File: config.mk
export PLATFORM = sky130hd
export DESIGN_NAME = irq_controller
export DESIGN_NICKNAME = d
export VERILOG_FILES = /design/src/rtl/irq_controller.sv
export SDC_FILE = /design/constraint.sdc
export NUM_CORES = 1
export LEC_CHECK = 0
export CAP_MARGIN = 5
export CORE_AREA = 10 10 91 77
export DETAILED_ROUTE_END_ITERATION = 6
export DIE_AREA = 0 0 101 87
export PLACE_DENSITY = 0.65
export SLEW_MARGIN = 20
export SYNTH_ARGS = -nofsm -noshare
export SYNTH_HDL_FRONTEND = slang
export SYNTH_SLANG_ARGS = --single-unit
File: constraint.sdc
create_clock -name clk_i -period 2.5 [get_ports clk_i]
set_clock_uncertainty 0.1 [all_clocks]
set_input_delay 0.5 -clock clk_i [delete_from_list [all_inputs] [get_ports clk_i]]
set_output_delay 0.5 -clock clk_i [all_outputs]
set_load 0.005 [all_outputs]
File: src/rtl/irq_controller.sv
// irq_controller: masked, fixed-priority interrupt controller feeding the
// trap interface of csr_controller. One interrupt is in service at a time:
// a winner is latched in IDLE, a one-cycle trap pulse is issued, the block
// waits for mret, then returns a one-hot acknowledge to the serviced source.
module irq_controller #(
  parameter int IRQ_NUM    = 16,
  parameter int CAUSE_BASE = 16
) (
  input  logic               clk_i,
  input  logic               rst_i,
  input  logic [IRQ_NUM-1:0] irq_req_i,
  input  logic [31:0]        mie_i,
  input  logic               exception_i,
  input  logic               mret_i,
  output logic               irq_o,
  output logic [31:0]        irq_cause_o,
  output logic [IRQ_NUM-1:0] irq_ret_o
);

  localparam int IDX_W = (IRQ_NUM > 1) ? $clog2(IRQ_NUM) : 1;

  typedef enum logic [1:0] {
    IDLE  = 2'd0,
    ISSUE = 2'd1,
    BUSY  = 2'd2,
    RET   = 2'd3
  } state_t;

  state_t             state, state_nxt;
  logic [IRQ_NUM-1:0] pending;
  logic               any_pending;
  logic [IDX_W-1:0]   win_idx;
  logic [IDX_W-1:0]   idx_q;
  logic               latch_en;
  logic [IRQ_NUM-1:0] ack_onehot;
  logic [31:0]        cause_nxt;

  // Only the low IRQ_NUM enable bits matter; fold the rest into a sink.
  generate
    if (IRQ_NUM < 32) begin : g_mie_sink
      logic unused_mie;
      assign unused_mie = ^mie_i[31:IRQ_NUM];
    end
  endgenerate

  assign pending     = irq_req_i & mie_i[IRQ_NUM-1:0];
  assign any_pending = |pending;

  // Priority encoder: scan high to low so the lowest set index wins.
  always_comb begin
    win_idx = '0;
    for (int i = IRQ_NUM - 1; i >= 0; i--) begin
      if (pending[i]) win_idx = IDX_W'(i);
    end
  end

  // Bit 31 flags an interrupt; the low bits carry CAUSE_BASE + index.
  assign cause_nxt = 32'h8000_0000 | (32'(CAUSE_BASE) + 32'(win_idx));

  // One-hot acknowledge vector for the latched source.
  always_comb begin
    ack_onehot = '0;
    for (int i = 0; i < IRQ_NUM; i++) begin
      ack_onehot[i] = (idx_q == IDX_W'(i));
    end
  end

  // Next-state logic. Exceptions pre-empt the latch only in IDLE; BUSY
  // ignores everything except mret, so there is no nesting.
  always_comb begin
    state_nxt = state;
    latch_en  = 1'b0;
    case (state)
      IDLE: begin
        if (any_pending && !exception_i) begin
          latch_en  = 1'b1;
          state_nxt = ISSUE;
        end
      end
      ISSUE: state_nxt = BUSY;
      BUSY: begin
        if (mret_i) state_nxt = RET;
      end
      RET: state_nxt = IDLE;
      default: state_nxt = IDLE;
    endcase
  end

  // State, latched index and registered outputs. Outputs are computed from
  // the next state so each pulse lines up with its state cycle.
  always_ff @(posedge clk_i) begin
    if (rst_i) begin
      state       <= IDLE;
      idx_q       <= '0;
      irq_o       <= 1'b0;
      irq_cause_o <= 32'h0;
      irq_ret_o   <= '0;
    end else begin
      state     <= state_nxt;
      irq_o     <= (state_nxt == ISSUE);
      irq_ret_o <= (state_nxt == RET) ? ack_onehot : '0;
      if (latch_en) begin
        idx_q       <= win_idx;
        irq_cause_o <= cause_nxt;
      end
    end
  end

endmodule

==> impl_results.md <==
- Status: completed
- Worst Setup Slack, final: 0.3643 ns
- Largest net degree at the start of global routing: 13
- Via Count: 1144
- Setup crit start kind: primary input
- Post-synthesis sequential area ratio: 38.36%
- Worst path slowest cell: clkdlybuf4s50_1
- CTS buffer count: 3
- Critical path class: primary input to register
- Routability Congestion: 0.7248
- Final total power: 0.001131 W
- Post-Syn Instances: 141
- DRC violations left: 0
- Leakage: 0.7107 nW
- Initial antenna violation count: 0
- Sequence of cells on the critical path: clkdlybuf4s50_1 > a22oi_1 > nand4_1 > o31ai_2 > buf_4 > or3b_4 > nor2_2
- Max Cap Viol: 0
- Post-synth top area share: 38.36%
- Cell internal pwr: 0.0007615 W
- Die area: 8787 µm²
- Leading area contributor after synthesis: dfxtp_1
- Synth Register Bits: 24
- Iter 0 DRT Violations: 45
- Cell Rows: 24
- Sw Share: 32.68%
- Crit path buf inv count: 2
- Vias in the first global route: 1197
- GRT Residual Overflow: 0
- I/O pins: 101
- Critical path depth in cells: 7
- Post-route minimum period: 2.136 ns
- Crit end category: register
- Combinational share of power: 39.5%
- Avg Inst Size Synth: 8.883 µm²
- Post-synth EDFFs: 0
- Reg2Reg Depth: 8
- Flop pwr share: 41.4%
- Delay-heaviest family, CP: buffers and inverters
- Initial core utilization: 23.83%
- Tot GR Track Use: 8.020%
- Buffers on Ports: 58
- Pwr Density: 607.6 nW/µm²
- Net Switching: 0.0003697 W
- DR pass1 iterations: 4
- DP HPWL: 3.240 mm
- CTS tree: yes
- Max Buffers Root-to-Sink: 2
- H-tree levels: 1
- Final worst path period share: 85.43%
- Synth warn: 0
- Max-slew violations: 0
- Worst Path Max Fanout: 12
- Ant. Diodes: 0
- Setup Buffers After CTS: 0
- Unrepaired setup endpoints after global routing: no
- Netlist cell types: 33
- Clock power frac: 19.1%
- CTS resizes: 0
- Hold buffer count at CTS: 0
- Die height: 87 µm
- Crit path DAT: 2.19 ns
- CP Data Required Time: 2.55 ns
- Post-synth ARST share: 0%
- Setup TNS: 0 ns
- Total core area: 5255 µm²
- First-pass GRT wire length: 5.775 mm
- Hold Vio Cnt, Final: 0
- Top FF cell, synth: dfxtp_1
- Wirelength, routed: 3.741 mm
- Final setup fails: 0
- Clock root buffer: clkbuf_8
- Slowest cell delay on critical path: 0.43 ns
- Max Freq: 468.2 MHz
- Clock latency on the worst-skew pair: 0.26 ns
- Routed WL per cell: 14.01 µm
- ANT nets after route: 0
- Post-Syn Area: 1252 µm²
- Via density: 4.285
- Hold WC Path Type: register to register
- VDD IR-drop max: 0.0003710 V
- Cell count of the worst hold path: 2
- Share of cells above drive strength 1: 7.426%
- Place WS: 0.08137 ns
- Area Overhead vs Synth: 48.65%
- Clock transition at the registers of the reported paths: 0.07 ns
- Ranking of synthesized cells by area: dfxtp_1, buf_4, a22oi_1
- # nets final: 259
- Clock Sinks: 24
- Chip width: 101 µm
## final timing paths
path,start,end,slack (ns)
setup reg to reg,state[0],irq_ret_o[12],0.48
setup / recovery,mie_i[8],irq_ret_o[12],0.36
hold reg to reg,irq_cause_o[4],irq_cause_o[4],0.38
hold / removal,irq_cause_o[4],irq_cause_o[4],0.38
## metal layers
metal | GRT usage (%) | vias to the layer above | share of wire, %
li1 | - | 578 | -
met1 | 9.178 | 517 | 41
met2 | 14.43 | 47 | 51
met3 | 2.619 | 2 | 7.4
met4 | 1.138 | 0 | 0.51
met5 | 0 | - | 0
## through the flow
step / hold WS (ns) / instances / util (%) / instance area, µm²
floorplan: 0.3492 / 166 / - / 1346
global placement: 0.3729 / 264 / 34.64 / 1821
detailed placement: 0.3716 / 264 / 34.64 / 1821
CTS: 0.3891 / 267 / 35.43 / 1862
global route: 0.4486 / 267 / 35.43 / 1862
finish: 0.3836 / 267 / 35.43 / 1862
## cell families (layout without fill, tap and decap cells)
logic type	count (synthesis)	in the layout	synth area share, %
other	1	26	0.2994
adders and majority gates	3	3	2.997
DFF	24	24	38.36
and+or+nand+nor	49	49	21.48
buffers and inverters	33	69	18.28
AOI/OAI and AO/OA	31	31	18.58
## power by group through the flow
stage               clock network (W)  registers [W]  logic [W]
finish                       0.000216       0.000468   0.000447
global route                 0.000242       0.000476   0.000500
CTS                          0.000224       0.000470   0.000450
detailed placement                  0       0.000478   0.000448
global placement                    0       0.000477   0.000443
floorplan                           0       0.000470   0.000286
## layout by cell type (no fill, tap or decap), drive strengths merged, types with 2 or more instances in the layout
master,Yosys,layout
a21oi,4,4
nor2,10,10
o21ai,5,5
inv,5,5
clkbuf,0,3
nor3,4,4
dfxtp,24,24
nand3,8,8
nand4,2,2
clkdlybuf4s50,0,58
nor4,4,4
o31ai,2,2
a22o,3,3
nand2b,3,3
nor2b,2,2
conb,1,26
buf,28,3
ha,3,3
a22oi,9,9
nand2,10,10
nand3b,4,4
## registers in the layout, summed over array words and instances (netlist names)
name / cells
irq_ret_o: 16
state: 2
idx_q: 3
irq_o: 1
irq_cause_o: 2
## worst reg2reg max path: cells and delay by family (launching register included)
family | cells | cell delay, ns
AND/OR/NAND/NOR | 3 | 0.65
adder cells (fa/ha/maj) | 1 | 0.25
AO/OA/AOI/OAI | 2 | 0.38
flip-flops | 1 | 0.32
buffers and inverters | 2 | 0.27
## synthesized netlist by cell type (3+ instances only)
master    instances
dfxtp_1          24
inv_1             5
nor2_2            4
a22oi_1           9
nand3_1           8
nand3b_1          4
o21ai_0           4
ha_1              3
a21oi_1           4
a22o_1            3
nor3_1            4
nor2_1            6
nand2_1          10
nor4_1            4
buf_4            28
## layout make-up
type                            count  area [µm²]
Fill cell                         534        3393
Multi-Input combinational cell    109       636.9
Timing Repair Buffer               61       603.1
Sequential cell                    24       480.5
Tap cell                           65       81.33
Clock buffer                        3       41.29
Inverter                            5       18.77
No activity file was read; power rests on OpenSTA's default activity.
